`src/rtl/xt_memory_bridge_pkg.sv`:
```
// Shared types and constants for the XT memory bridge.
// State encoding, default RAM window and the floating-bus read value.
package xt_memory_bridge_pkg;

  typedef enum logic [1:0] {
    IDLE     = 2'd0,
    WAIT_ACK = 2'd1,
    HOLD     = 2'd2
  } state_e;

  localparam logic [19:0] DEF_RAM_BASE = 20'h00000;
  localparam logic [19:0] DEF_RAM_SIZE = 20'hA0000;
  localparam logic [7:0]  FLOAT_BUS    = 8'hFF;

  // The unsigned offset wraps above 2^20 when addr < base, so one compare covers both bounds.
  function automatic logic in_window(input logic [19:0] addr,
                                     input logic [19:0] base,
                                     input logic [19:0] size);
    logic [20:0] offset;
    offset = {1'b0, addr} - {1'b0, base};
    return offset < {1'b0, size};
  endfunction

endpackage

```
`src/rtl/xt_memory_bridge_bus_strobe_edge.sv`:
```
// Samples the XT memory strobes and turns them into start/release pulses.
// Latency: pulses valid one cycle after the strobe is sampled; no backpressure.
module xt_memory_bridge_bus_strobe_edge (
  input  logic clk_i,
  input  logic rst_ni,
  input  logic read_n_i,
  input  logic write_n_i,
  output logic read_start_o,
  output logic write_start_o,
  output logic release_o,
  output logic read_low_o
);

  logic rd_q, rd_prev_q, wr_q, wr_prev_q;
  logic rd_fall, wr_fall;

  always_ff @(posedge clk_i or negedge rst_ni) begin
    if (!rst_ni) begin
      rd_q      <= 1'b1;
      rd_prev_q <= 1'b1;
      wr_q      <= 1'b1;
      wr_prev_q <= 1'b1;
    end else begin
      rd_q      <= read_n_i;
      rd_prev_q <= rd_q;
      wr_q      <= write_n_i;
      wr_prev_q <= wr_q;
    end
  end

  assign rd_fall = rd_prev_q & ~rd_q;
  assign wr_fall = wr_prev_q & ~wr_q;

  // Both strobes falling in one sample is not a legal bus cycle.
  assign read_start_o  = rd_fall & ~wr_fall;
  assign write_start_o = wr_fall & ~rd_fall;
  assign release_o     = (~rd_prev_q & rd_q) | (~wr_prev_q & wr_q);
  assign read_low_o    = ~rd_q;

endmodule

```
`src/rtl/xt_memory_bridge.sv`:
```
// Maps in-window XT memory cycles onto a request/acknowledge RAM port, stretching via io_channel_ready.
// Latency: request 1 cycle after strobe sample; ready/data 1 cycle after ack. XT_MEMORY_BRIDGE_TIMEOUT_EN adds an ack timeout.
module xt_memory_bridge
  import xt_memory_bridge_pkg::*;
#(
  parameter logic [19:0] RAM_BASE       = DEF_RAM_BASE,
  parameter logic [19:0] RAM_SIZE       = DEF_RAM_SIZE,
  parameter int unsigned TIMEOUT_CYCLES = 255
) (
  input  logic        clock,
  input  logic        reset_n,
  input  logic [19:0] address,
  input  logic [7:0]  data_bus,
  input  logic        memory_read_n,
  input  logic        memory_write_n,
  output logic [7:0]  data_bus_ext,
  output logic        data_bus_out_enable,
  output logic        io_channel_ready,
  output logic        ram_request,
  output logic        ram_write,
  output logic [19:0] ram_address,
  output logic [7:0]  ram_write_data,
  input  logic        ram_acknowledge,
  input  logic [7:0]  ram_read_data,
  output logic        bus_error
);

  state_e      state_q, state_d;
  logic        req_q, req_d;
  logic        wr_q, wr_d;
  logic [19:0] addr_q, addr_d;
  logic [7:0]  wdata_q, wdata_d;
  logic [7:0]  rdata_q, rdata_d;
  logic        oe_q, oe_d;
  logic        rdy_q, rdy_d;
  logic        abort_q, abort_d;
  logic        done;
  logic [7:0]  done_data;

  logic read_start, write_start, strobe_release, read_low;

  xt_memory_bridge_bus_strobe_edge u_strobe (
    .clk_i         (clock),
    .rst_ni        (reset_n),
    .read_n_i      (memory_read_n),
    .write_n_i     (memory_write_n),
    .read_start_o  (read_start),
    .write_start_o (write_start),
    .release_o     (strobe_release),
    .read_low_o    (read_low)
  );

`ifdef XT_MEMORY_BRIDGE_TIMEOUT_EN
  localparam int CNT_W = $clog2(TIMEOUT_CYCLES + 1);
  logic [CNT_W-1:0] cnt_q, cnt_d;
  logic             err_q, err_d;
  assign bus_error = err_q;
`else
  logic unused_timeout;
  assign unused_timeout = |TIMEOUT_CYCLES;
  assign bus_error      = 1'b0;
`endif

  always_ff @(posedge clock or negedge reset_n) begin
    if (!reset_n) begin
      state_q <= IDLE;
      req_q   <= 1'b0;
      wr_q    <= 1'b0;
      addr_q  <= '0;
      wdata_q <= '0;
      rdata_q <= '0;
      oe_q    <= 1'b0;
      rdy_q   <= 1'b1;
      abort_q <= 1'b0;
`ifdef XT_MEMORY_BRIDGE_TIMEOUT_EN
      cnt_q   <= '0;
      err_q   <= 1'b0;
`endif
    end else begin
      state_q <= state_d;
      req_q   <= req_d;
      wr_q    <= wr_d;
      addr_q  <= addr_d;
      wdata_q <= wdata_d;
      rdata_q <= rdata_d;
      oe_q    <= oe_d;
      rdy_q   <= rdy_d;
      abort_q <= abort_d;
`ifdef XT_MEMORY_BRIDGE_TIMEOUT_EN
      cnt_q   <= cnt_d;
      err_q   <= err_d;
`endif
    end
  end

  always_comb begin
    state_d   = state_q;
    req_d     = req_q;
    wr_d      = wr_q;
    addr_d    = addr_q;
    wdata_d   = wdata_q;
    rdata_d   = rdata_q;
    oe_d      = oe_q;
    rdy_d     = rdy_q;
    abort_d   = abort_q;
    done      = ram_acknowledge;
    done_data = ram_read_data;
`ifdef XT_MEMORY_BRIDGE_TIMEOUT_EN
    cnt_d     = cnt_q;
    err_d     = err_q;
`endif

    case (state_q)
      IDLE: begin
        if ((read_start || write_start) && in_window(address, RAM_BASE, RAM_SIZE)) begin
          addr_d  = address;
          wr_d    = write_start;
          if (write_start) wdata_d = data_bus;
          req_d   = 1'b1;
          rdy_d   = 1'b0;
          abort_d = 1'b0;
          state_d = WAIT_ACK;
`ifdef XT_MEMORY_BRIDGE_TIMEOUT_EN
          cnt_d   = '0;
`endif
        end
      end

      WAIT_ACK: begin
`ifdef XT_MEMORY_BRIDGE_TIMEOUT_EN
        if (!ram_acknowledge) begin
          if (cnt_q == CNT_W'(TIMEOUT_CYCLES - 1)) begin
            done      = 1'b1;
            done_data = FLOAT_BUS;
            err_d     = 1'b1;
          end else begin
            cnt_d = cnt_q + 1'b1;
          end
        end
`endif
        if (strobe_release) abort_d = 1'b1;
        if (done) begin
          req_d = 1'b0;
          rdy_d = 1'b1;
          // An aborted cycle still completes on the RAM side but never drives the bus.
          if (abort_q || strobe_release) begin
            state_d = IDLE;
          end else begin
            state_d = HOLD;
            if (!wr_q) begin
              rdata_d = done_data;
              oe_d    = 1'b1;
            end
          end
        end
      end

      HOLD: begin
        if (strobe_release) begin
          oe_d    = 1'b0;
          state_d = IDLE;
        end else begin
          oe_d = !wr_q && read_low;
        end
      end

      default: state_d = IDLE;
    endcase
  end

  assign data_bus_ext        = rdata_q;
  assign data_bus_out_enable = oe_q;
  assign io_channel_ready    = rdy_q;
  assign ram_request         = req_q;
  assign ram_write           = wr_q;
  assign ram_address         = addr_q;
  assign ram_write_data      = wdata_q;

endmodule
```
`config.mk`:
```
export PLATFORM = sky130hd
export DESIGN_NAME = xt_memory_bridge
export DESIGN_NICKNAME = d
export VERILOG_FILES = /design/src/rtl/xt_memory_bridge_pkg.sv /design/src/rtl/xt_memory_bridge_bus_strobe_edge.sv /design/src/rtl/xt_memory_bridge.sv
export SDC_FILE = /design/constraint.sdc
export NUM_CORES = 1
export LEC_CHECK = 0
export BUFFER_PORTS_ARGS = -buffer_cell sky130_fd_sc_hd__buf_2
export CAP_MARGIN = 20
export CORE_MARGIN = 10
export CORE_UTILIZATION = 46
export DETAILED_ROUTE_END_ITERATION = 16
export PLACE_DENSITY_LB_ADDON = 0.08
export REMOVE_ABC_BUFFERS = 1
export SLEW_MARGIN = 20
export SYNTH_ARGS = -nofsm -noshare
export SYNTH_HDL_FRONTEND = slang
export SYNTH_SLANG_ARGS = --single-unit
```
`constraint.sdc`:
```
create_clock -name clock -period 2.52 [get_ports clock]
set_input_delay 0.252 -clock clock [delete_from_list [all_inputs] [get_ports clock]]
set_output_delay 0.252 -clock clock [all_outputs]
set_load 0.03 [all_outputs]
```
==> results.json <==
{
  "gp_congestion": 0.700,
  "antenna_found_initial": 0,
  "grt-ovfl-total": 0,
  "crit_slowest_cell": "dfstp_2",
  "cts_max_level": 2,
  "power.share.clock_pct": 17.0,
  "diodes": 0,
  "grt_pass1_vias": 1359,
  "cp_data_arrival_time_ns": 2.32,
  "synth_area_sq_um": 1870,
  "maxSlewHeadroom_pct": 62.2,
  "setup_violations": 0,
  "clock-sinks": 47,
  "io_pins": 82,
  "rr_startpoint": "u_strobe.wr_q",
  "cts_root_buf": "clkbuf_8",
  "fmax_mhz": 466,
  "grt_pass1_wl_mm": 6.78,
  "top_usage_layer": "met2",
  "holdWs_ns": 0.0527,
  "critical_path_peak_fanout": 20,
  "place_ws_ns": 0.379,
  "grt_max_degree": 48,
  "path_cells": "and2b_1 > ha_1 > nor3_2 > and2_1 > buf_4 > mux2_2",
  "cap_viol_max_count": 0,
  "die_height_um": 83.8,
  "nets": 247,
  "ys.flop_type": "dfrtp_1",
  "synth.distinct_cells": 28,
  "numCtsBuffers": 5,
  "drive_gt1_share_pct": 64.1,
  "clock-skew-final_ns": 0.00248,
  "rows": 23,
  "grt_usage_pct": 12.0,
  "crit_path_end_kind": "register",
  "fin_crit_ns": 2.14,
  "swShare_pct": 40.6,
  "critPathMaxStageDelay_ns": 0.54,
  "intPower_mw": 1.92,
  "use_met2_pct": 21.1,
  "min_from": "memory_write_n",
  "met3_usage_pct": 5.76,
  "holdPathEnd": "u_strobe.wr_q",
  "die_w_um": 83.8,
  "finalInstanceArea_sq_um": 2430,
  "r2r_end": "ram_address[10]",
  "drt-pass1-iter-count": 4,
  "post-route-period-util_pct": 85.1,
  "initial_core_util_pct": 47.2,
  "ff2ff_setup_slack_ns": 0.38,
  "placeableCoreArea_sq_um": 3970,
  "status": "finished clean",
  "syn_inst": 120,
  "p_switching_mw": 1.31,
  "wirelength_mm": 4.29,
  "cts_tree": "yes",
  "dp_hpwl_mm": 3.36,
  "rsz0062_at_grt": "false",
  "syn_avg_cell_area_sq_um": 15.6,
  "hold_violations": 0,
  "dpl_cell_area_sq_um": 2300,
  "io_buffer_count": 80,
  "seq_power_share_pct": 38.5,
  "timing.final.ws_setup_ns": 0.375,
  "tightest_slew_ns": 0.566,
  "areaGrowthSynthToFinish_pct": 29.8,
  "setup_tns_ns": 0,
  "p_leak_nw": 1.21,
  "combPwrFrac_pct": 44.4,
  "critPathLaunchType": "register",
  "synth-seq-cells": 47,
  "clk_pin_slew_worst_paths_ns": 0.08,
  "yosysSeqAreaShare_pct": 63.1,
  "cts_setup_buffers": 0,
  "synth_edf_count": 0,
  "worstSkewPairLatency_ns": 0.29,
  "reg2reg_depth": 6,
  "synthArstFlopShare_pct": 100,
  "vdd_ir_drop_max_mv": 0.672,
  "crit_path_start": "u_strobe.wr_q",
  "met1_usage_pct": 12.2,
  "wl_per_cell_um": 16.8,
  "criticalPathCategory": "register to register",
  "required_ns": 2.70,
  "via_count": 1257,
  "hold_path_depth": 1,
  "cts.path.max_buffers": 2,
  "slew_viol_final": 0,
  "drt-initial-drc-count": 71,
  "drc": 0,
  "detail-route-antenna-nets": 0,
  "power_density_nw_per_um2": 1330,
  "yosys_warnings": 0,
  "hold_path.class": "primary input to register",
  "die_area_sq_um": 7030,
  "vias_per_cell": 4.91
}
## worst max path at each step
stage                           end  slack [ns]  cells past startpoint
CTS                 ram_address[10]        0.36                      6
global placement     ram_address[0]        0.44                      6
floorplan            ram_address[0]        0.27                      5
global route         ram_address[7]        0.27                      6
finish              ram_address[10]        0.38                      6
detailed placement  ram_address[10]        0.38                      6
## flip-flops by register name, summed over array words and instances (netlist names)
name                 flops
ram_write                1
data_bus_out_enable      1
data_bus_ext             8
abort_q                  1
state_q                  2
ram_address             20
ram_write_data           8
u_strobe.rd_prev_q       1
io_channel_ready         1
u_strobe.rd_q            1
u_strobe.wr_prev_q       1
u_strobe.wr_q            1
ram_request              1
## worst max-delay path: cells and delay by family (launching register included)
kind / cells / cell delay (ns)
adder cells (fa/ha/maj): 1 / 0.27
buffers and inverters: 1 / 0.27
flip-flops: 1 / 0.54
multiplexers: 1 / 0.38
AND/OR/NAND/NOR: 3 / 0.58
## kinds of logic (layout without fill, tap and decap cells)
kind of cell | count (synthesis) | count (layout) | synth area share (%)
DFF | 47 | 47 | 63.1
muxes | 36 | 36 | 23.2
and+or+nand+nor | 18 | 18 | 6.54
AOI/OAI and AO/OA | 11 | 11 | 3.67
buffers and inverters | 6 | 92 | 2.60
adders and majority gates | 1 | 1 | 0.667
other | 1 | 1 | 0.200
## power groups by stage
stage | clock [mW] | combinational (mW) | sequential (mW)
finish | 0.552 | 1.44 | 1.25
CTS | 0.570 | 1.46 | 1.25
floorplan | 0 | 0.384 | 1.86
detailed placement | 0 | 1.46 | 1.26
global placement | 0 | 1.43 | 1.24
global route | 0.610 | 1.52 | 1.29
## cells in the final DEF (no fill, tap or decap)
master,count
nor3_2,1
clkbuf_8,6
nand3_2,1
and2_1,1
a21oi_1,3
conb_1,1
a211oi_1,1
and2b_1,2
nor3b_1,1
nand2_1,4
and4b_1,1
mux2_4,8
buf_2,79
nand4bb_1,1
dfstp_2,5
a31oi_1,1
nand2b_1,2
ha_1,1
o21ai_0,3
bufinv_16,1
a21o_1,1
a22o_1,1
mux2_2,28
nor2b_1,1
clkinv_2,1
dfrtp_1,42
a311oi_1,1
inv_1,2
buf_4,2
nor2_1,1
or2b_1,2
dlygate4sd3_1,1
## final cells by class
class / count / area [sq um]
tap: 50 / 62.6
clock buffer: 6 / 82.6
multi-input combinational: 67 / 643
inverter: 2 / 7.51
clock inverter: 2 / 35.0
fill: 335 / 1540
sequential: 47 / 1180
timing repair buffer: 82 / 420
## layer usage
metal / wire length (um) / vias up
met5: 0 / -
met4: 35 / 0
met3: 364 / 5
met2: 2290 / 49
met1: 1600 / 613
li1: - / 590
## timing repair
item | CTS | global route
resized for setup | 0 | 0
hold endpoints to repair | 0 | 28
hold buffers | 0 | 1
## through the flow
| stage | power, mW | utilization, % | std cells |
|---|---|---|---|
| finish | 3.24 | 61.3 | 256 |
| global route | 3.42 | 61.3 | 256 |
| detailed placement | 2.72 | 58.0 | 247 |
| CTS | 3.28 | 61.0 | 255 |
| global placement | 2.67 | 58.0 | 247 |
| floorplan | 2.24 | - | 116 |
## Yosys cell counts (2+ instances only)
| cell type | n | area, sq um |
|---|---|---|
| dfrtp_1 | 42 | 1050 |
| mux2_2 | 28 | 315 |
| mux2_4 | 8 | 120 |
| dfstp_2 | 5 | 131 |
| nand2_1 | 4 | 15.0 |
| a21oi_1 | 3 | 15.0 |
| buf_6 | 3 | 33.8 |
| o21ai_0 | 3 | 15.0 |
| and2b_1 | 2 | 15.0 |
| inv_1 | 2 | 7.51 |
| nand2b_1 | 2 | 12.5 |
| or2b_1 | 2 | 15.0 |
(Power assumes the default switching activity.)
